**src/rtl/rv32_pkg.sv**
```systemverilog
// Shared RV32 definitions for the fetch stage: widths, reset vector,
// the buffered fetch entry type and an address alignment helper.
package rv32_pkg;

  localparam int XLEN        = 32;
  localparam int INSTR_BYTES = 4;

  localparam logic [XLEN-1:0] DEFAULT_RESET_PC = 32'h0000_0000;

  typedef struct packed {
    logic [XLEN-1:0] pc;
    logic [XLEN-1:0] instr;
  } fetch_entry_t;

  function automatic logic [XLEN-1:0] word_align(input logic [XLEN-1:0] addr);
    return addr & ~(XLEN'(INSTR_BYTES - 1));
  endfunction

endpackage

```
**src/rtl/ifetch_unit_if.sv**
```systemverilog
// Fetch-stage bus: instruction memory port, redirect input from execute
// and the valid/ready handshake towards decode.
interface ifetch_unit_if;
  import rv32_pkg::*;

  logic [XLEN-1:0] imem_addr;
  logic [XLEN-1:0] imem_instr;
  logic            redirect_valid;
  logic [XLEN-1:0] redirect_pc;
  logic            out_valid;
  logic            out_ready;
  logic [XLEN-1:0] out_instr;
  logic [XLEN-1:0] out_pc;

  modport master (
    output imem_addr,
    input  imem_instr,
    input  redirect_valid,
    input  redirect_pc,
    output out_valid,
    input  out_ready,
    output out_instr,
    output out_pc
  );

  modport slave (
    input  imem_addr,
    output imem_instr,
    output redirect_valid,
    output redirect_pc,
    input  out_valid,
    output out_ready,
    input  out_instr,
    input  out_pc
  );

endinterface

```
**src/rtl/fetch_fifo.sv**
```systemverilog
// Prefetch FIFO of {pc, instr} entries. Flush wins over push and pop;
// a push into a full FIFO is accepted only when a pop frees the head slot.
module fetch_fifo
  import rv32_pkg::*;
#(
  parameter int  DEPTH = 2,
  localparam int CNT_W = $clog2(DEPTH + 1)
) (
  input  logic             clk,
  input  logic             rst,
  input  logic             push,
  input  fetch_entry_t     push_data,
  input  logic             pop,
  input  logic             flush,
  output fetch_entry_t     head,
  output logic [CNT_W-1:0] count,
  output logic             full,
  output logic             empty
);

  localparam int PTR_W = (DEPTH > 1) ? $clog2(DEPTH) : 1;

  fetch_entry_t     mem_reg [DEPTH];
  logic [PTR_W-1:0] rd_ptr_reg;
  logic [PTR_W-1:0] wr_ptr_reg;
  logic [CNT_W-1:0] count_reg;
  logic [DEPTH-1:0] wr_en;
  logic             do_push;
  logic             do_pop;

  function automatic logic [PTR_W-1:0] ptr_inc(input logic [PTR_W-1:0] p);
    return (p == PTR_W'(DEPTH - 1)) ? '0 : p + 1'b1;
  endfunction

  assign full    = (count_reg == CNT_W'(DEPTH));
  assign empty   = (count_reg == '0);
  assign do_pop  = pop && !empty;
  assign do_push = push && (!full || do_pop);

  genvar gi;
  generate
    for (gi = 0; gi < DEPTH; gi++) begin : g_wr_en
      assign wr_en[gi] = do_push && !flush && (wr_ptr_reg == PTR_W'(gi));
    end
  endgenerate

  // Storage is cleared on reset so the head outputs are never X.
  always_ff @(posedge clk or posedge rst) begin
    if (rst) begin
      for (int i = 0; i < DEPTH; i++) begin
        mem_reg[i] <= '0;
      end
    end else begin
      for (int i = 0; i < DEPTH; i++) begin
        if (wr_en[i]) begin
          mem_reg[i] <= push_data;
        end
      end
    end
  end

  always_ff @(posedge clk or posedge rst) begin
    if (rst) begin
      rd_ptr_reg <= '0;
      wr_ptr_reg <= '0;
      count_reg  <= '0;
    end else if (flush) begin
      rd_ptr_reg <= '0;
      wr_ptr_reg <= '0;
      count_reg  <= '0;
    end else begin
      if (do_push) begin
        wr_ptr_reg <= ptr_inc(wr_ptr_reg);
      end
      if (do_pop) begin
        rd_ptr_reg <= ptr_inc(rd_ptr_reg);
      end
      case ({do_push, do_pop})
        2'b10:   count_reg <= count_reg + 1'b1;
        2'b01:   count_reg <= count_reg - 1'b1;
        default: count_reg <= count_reg;
      endcase
    end
  end

  assign head  = mem_reg[rd_ptr_reg];
  assign count = count_reg;

endmodule

```
**src/rtl/ifetch_unit.sv**
```systemverilog
// RV32 instruction fetch: PC register driving a combinational instruction
// memory, feeding a prefetch FIFO towards decode; redirects flush and restart.
module ifetch_unit
  import rv32_pkg::*;
#(
  parameter logic [XLEN-1:0] RESET_PC = DEFAULT_RESET_PC,
  parameter int              DEPTH    = 2
) (
  input logic           clk,
  input logic           rst,
  ifetch_unit_if.master bus
);

  localparam int CNT_W = $clog2(DEPTH + 1);

  logic [XLEN-1:0]  fetch_pc_reg;
  logic [XLEN-1:0]  fetch_pc_next;
  logic             push;
  logic             pop;
  fetch_entry_t     push_data;
  fetch_entry_t     head;
  logic [CNT_W-1:0] count;
  logic             full;
  logic             empty;

  assign pop  = bus.out_ready && !empty;
  // Redirect suppresses the push so the stale word at the old PC is dropped.
  assign push = !bus.redirect_valid && (!full || pop);

  assign push_data = '{pc: fetch_pc_reg, instr: bus.imem_instr};

  always_comb begin
    fetch_pc_next = fetch_pc_reg;
    if (bus.redirect_valid) begin
      fetch_pc_next = word_align(bus.redirect_pc);
    end else if (push) begin
      fetch_pc_next = fetch_pc_reg + XLEN'(INSTR_BYTES);
    end
  end

  always_ff @(posedge clk or posedge rst) begin
    if (rst) begin
      fetch_pc_reg <= word_align(RESET_PC);
    end else begin
      fetch_pc_reg <= fetch_pc_next;
    end
  end

  fetch_fifo #(
    .DEPTH (DEPTH)
  ) u_fifo (
    .clk       (clk),
    .rst       (rst),
    .push      (push),
    .push_data (push_data),
    .pop       (pop),
    .flush     (bus.redirect_valid),
    .head      (head),
    .count     (count),
    .full      (full),
    .empty     (empty)
  );

  assign bus.imem_addr = word_align(fetch_pc_reg);
  assign bus.out_valid = (count != '0);
  assign bus.out_pc    = head.pc;
  assign bus.out_instr = head.instr;

endmodule
```
**src/flat_wrapper.sv**
```systemverilog
// flat-port wrapper written by rule: the top's interface ports become plain ports
module ifetch_unit_flat import rv32_pkg::*;
#(
  parameter logic [XLEN-1:0] RESET_PC = DEFAULT_RESET_PC,
  parameter int              DEPTH    = 2
)
  (clk, rst, bus_imem_addr, bus_imem_instr, bus_redirect_valid, bus_redirect_pc, bus_out_valid, bus_out_ready, bus_out_instr, bus_out_pc);
  ifetch_unit_if bus_i ();
  input logic clk;
  input logic rst;
  output wire logic [$bits(bus_i.imem_addr)-1:0] bus_imem_addr;
  input wire logic [$bits(bus_i.imem_instr)-1:0] bus_imem_instr;
  input wire logic [$bits(bus_i.redirect_valid)-1:0] bus_redirect_valid;
  input wire logic [$bits(bus_i.redirect_pc)-1:0] bus_redirect_pc;
  output wire logic [$bits(bus_i.out_valid)-1:0] bus_out_valid;
  input wire logic [$bits(bus_i.out_ready)-1:0] bus_out_ready;
  output wire logic [$bits(bus_i.out_instr)-1:0] bus_out_instr;
  output wire logic [$bits(bus_i.out_pc)-1:0] bus_out_pc;
  assign bus_imem_addr = bus_i.imem_addr;
  assign bus_i.imem_instr = bus_imem_instr;
  assign bus_i.redirect_valid = bus_redirect_valid;
  assign bus_i.redirect_pc = bus_redirect_pc;
  assign bus_out_valid = bus_i.out_valid;
  assign bus_i.out_ready = bus_out_ready;
  assign bus_out_instr = bus_i.out_instr;
  assign bus_out_pc = bus_i.out_pc;
  ifetch_unit #(.RESET_PC(RESET_PC), .DEPTH(DEPTH)) u_core (.clk(clk), .rst(rst), .bus(bus_i));
endmodule
```
**config.mk**
```make
export PLATFORM = sky130hd
export DESIGN_NAME = ifetch_unit_flat
export DESIGN_NICKNAME = d
export VERILOG_FILES = /design/src/rtl/rv32_pkg.sv /design/src/rtl/ifetch_unit_if.sv /design/src/rtl/fetch_fifo.sv /design/src/rtl/ifetch_unit.sv /design/src/flat_wrapper.sv
export SDC_FILE = /design/constraint.sdc
export NUM_CORES = 1
export LEC_CHECK = 0
export CAP_MARGIN = 20
export CORE_UTILIZATION = 44
export CTS_CLUSTER_DIAMETER = 30
export DETAILED_ROUTE_END_ITERATION = 8
export PLACE_DENSITY = 0.71
export SKIP_CTS_REPAIR_TIMING = 1
export SLEW_MARGIN = 0
export SYNTH_ARGS = -nofsm -noshare
export SYNTH_HDL_FRONTEND = slang
export SYNTH_HIERARCHICAL = 1
export SYNTH_SLANG_ARGS = --single-unit
export TNS_END_PERCENT = 20
```
**constraint.sdc**
```tcl
create_clock -name clk -period 5.2 [get_ports clk]
set_input_delay 1.04 -clock clk [delete_from_list [all_inputs] [get_ports clk]]
set_output_delay 1.04 -clock clk [all_outputs]
set_load 0.005 [all_outputs]
```
==> flow_metrics.py <==
metrics = {
    "synth": {
        "ys_async_sr_fraction": 1.00,
        "postSynthCellCount": 599,
        "synth_seq_area_share": 0.516,
        "ys_top_cells_by_count": "dfrtp_1, mux2_2, mux2_4",
        "yosys_most_used_dff": "dfrtp_1",
        "ys_types": 50,
        "yosys-top-cells-area": "dfrtp_1, mux2_2, mux2_4",
        "yosysWarnings": 6,
        "synth_area_leader_cell": "dfrtp_1",
        "synthesis.area_mm2": 0.00786,
        "ys_ff_latch": 162,
        "syn_area_per_cell_um2": 13.1,
        "synth_edf_count": 0,
        "yosys.cell_count.top_type": "dfrtp_1",
        "yosys.area.top_type_share": 0.516,
    },
    "floorplanning": {
        "initial_core_util": 0.453,
        "dieArea_mm2": 0.0184,
        "io_pins": 165,
        "die_w_um": 136,
        "coreArea_mm2": 0.0174,
        "fp.dieH_um": 136,
        "rows": 48,
    },
    "timing": {
        "worst_slack_ns": 1.38,
        "grt_setup_unrepaired": "false",
        "slew_headroom": 0.294,
        "skew_ns": 0.00909,
        "tightest_slew_ns": 1.05,
        "hold_violations": 0,
        "hold_ws_ns": 0.498,
        "setup_viol": 0,
        "tns_ns": 0,
        "fmax_mhz": 261,
        "drv_slew": 0,
        "fin_crit_sh": 0.736,
        "min_period_ns": 3.82,
    },
    "route": {
        "post-route-drc-count": 0,
        "postRouteAntennaNets": 0,
        "drtIter0Drc": 317,
        "drtPass1Iterations": 6,
        "wl_per_cell_um": 18.7,
        "wl_um": 18500,
        "avgViaCountPerCell": 5.49,
        "routed-via-count": 5434,
    },
    "global_routing": {
        "grt-ovfl-total": 0,
        "grt_max_degree": 67,
        "grt_util_met1": 0.270,
        "top_usage_layer": "met2",
        "grt_pass1_wl_um": 30000,
        "antenna_found_initial": 0,
        "use_met3": 0.0400,
        "grt_pass1_vias": 5778,
        "grt.met2_usage": 0.353,
        "track_usage": 0.212,
    },
    "critical_path": {
        "end_kind": "register",
        "crit_fanout": 42,
        "r2r_slack_ns": 1.75,
        "critical-path-max-stage-delay_ns": 0.77,
        "crit_type": "in -> reg",
        "path_delay_family": "simple AND/OR/NAND/NOR gates",
        "crit_chain": "clkdlybuf4s50_1 -> nand2b_1 -> inv_1 -> nor3b_1 -> or4b_4 -> buf_12 -> mux2_4",
        "cp_slowest_cell": "or4b_4",
        "cp.arrival_ns": 4.13,
        "worst-path-buf-inv": 3,
        "startpoint_type": "input port",
        "critPathRequiredTime_ns": 5.50,
    },
    "clock_network": {
        "numCtsBuffers": 17,
        "cts_tree": "done",
        "htree_levels": 4,
        "cts.sinks": 162,
        "clk_latency_ns": 0.42,
        "clockBufferDepth": 2,
        "path_clk_slew_ns": 0.06,
        "cts.root.buffer_cell": "clkbuf_16",
    },
    "power_and_ir_drop": {
        "ir_drop_mv": 0.247,
        "leakage_nw": 4.28,
        "power.density_cell_area_mw_per_mm2": 422,
    },
    "layout": {
        "multiInputGateArea_mm2": 0.00358,
        "area_growth_syn_to_layout_pct": 30.2,
        "antenna_cells": 0,
        "fin_area_mm2": 0.0102,
        "largest_reg_flops": 128,
        "fillers": 1330,
        "drive_above_1_share": 0.308,
        "regArea_mm2": 0.00406,
        "nets": 824,
    },
    "place": {
        "gp_congestion": 0.826,
        "dp_slack_ns": 0.960,
        "port_buffers": 160,
        "dpl-instance-area_mm2": 0.00966,
        "hpwl_um": 12400,
    },
    "flow_run": {
        "maxCapViolCount": 0,
    },
    "min_path": {
        "hold_class": "reg -> reg",
    },
    "outcome": {
        "outcome": "complete, no violations",
    },
}
## area by class of cell
class	instances	share of cell area
flip-flops and latches	162	0.396
multi-input cells	392	0.349
repair buffers	169	0.165
clock buffers	24	0.0470
well taps	225	0.0275
clock inverters	5	0.0100
inverters	13	0.00501
## where the power goes
part / total (W) / switching (W) / internal [W]
Sequential: 0.00186 / 0.000232 / 0.00163
Clock: 0.00125 / 0.000468 / 0.000785
Combinational: 0.00121 / 0.000377 / 0.000833
## path summary, 6_finish.rpt
path,start,endpoint,cells past startpoint
worst max-delay path,bus_out_ready,u_core/u_fifo/mem_reg[87],7
worst max register to register,u_core/u_fifo/count[0],u_core/u_fifo/mem_reg[87],7
max in group asynchronous,rst,u_core/u_fifo/mem_reg[52],3
min in group asynchronous,rst,u_core/fetch_pc_reg[15],3
worst min register to register,u_core/u_fifo/mem_reg[124],u_core/u_fifo/mem_reg[124],1
worst min-delay path,u_core/u_fifo/mem_reg[124],u_core/u_fifo/mem_reg[124],1
## placed cells by master, fill, tap and decap left out, drive strengths merged, types with 2 or more instances in the layout
| cell | Yosys | routed |
|---|---|---|
| a2111oi | 4 | 4 |
| a211oi | 5 | 5 |
| a21boi | 2 | 2 |
| a21o | 2 | 2 |
| a21oi | 8 | 8 |
| a22oi | 3 | 3 |
| a311o | 2 | 2 |
| a31oi | 7 | 7 |
| and3 | 2 | 2 |
| buf | 18 | 10 |
| bufinv | 0 | 3 |
| clkbuf | 19 | 24 |
| clkdlybuf4s50 | 0 | 159 |
| clkinv | 1 | 2 |
| conb | 1 | 6 |
| dfrtp | 162 | 162 |
| inv | 12 | 12 |
| mux2 | 193 | 193 |
| nand2 | 28 | 28 |
| nand2b | 4 | 4 |
| nand3 | 16 | 16 |
| nand3b | 2 | 2 |
| nand4 | 14 | 14 |
| nor2 | 17 | 17 |
| nor2b | 7 | 7 |
| nor3 | 4 | 4 |
| nor4 | 6 | 6 |
| o21ai | 17 | 17 |
| o31ai | 12 | 12 |
| or4 | 6 | 6 |
| xnor2 | 11 | 11 |
| xor2 | 2 | 2 |
## per-layer routing
layer  part of all wire  vias up  wire [um]
met5                  0        -          0
met4              0.013        0        245
met3              0.056       18       1030
met2               0.50      179       9180
met1               0.44     2747       8090
li1                   -     2490          -
## metrics by stage
step	total power, W	utilization	cells
6_report	0.00432	0.590	990
5_1_grt	0.00456	0.590	990
4_1_cts	0.00438	0.590	990
3_5_place_dp	0.00310	0.556	961
3_3_place_gp	0.00303	0.556	961
2_1_floorplan	0.00250	-	604
## cells by family after synthesis
| logic type | after synthesis | synth area share |
|---|---|---|
| AOI/OAI and AO/OA | 67 | 0.0570 |
| xor gates and xnor gates | 13 | 0.0145 |
| adders and majority gates | 1 | 0.00159 |
| buffers and inverters | 50 | 0.0326 |
| DFF | 162 | 0.516 |
| muxes | 194 | 0.301 |
| other | 1 | 0.000477 |
| and+or+nand+nor | 111 | 0.0773 |
(Power assumes the default switching activity.)
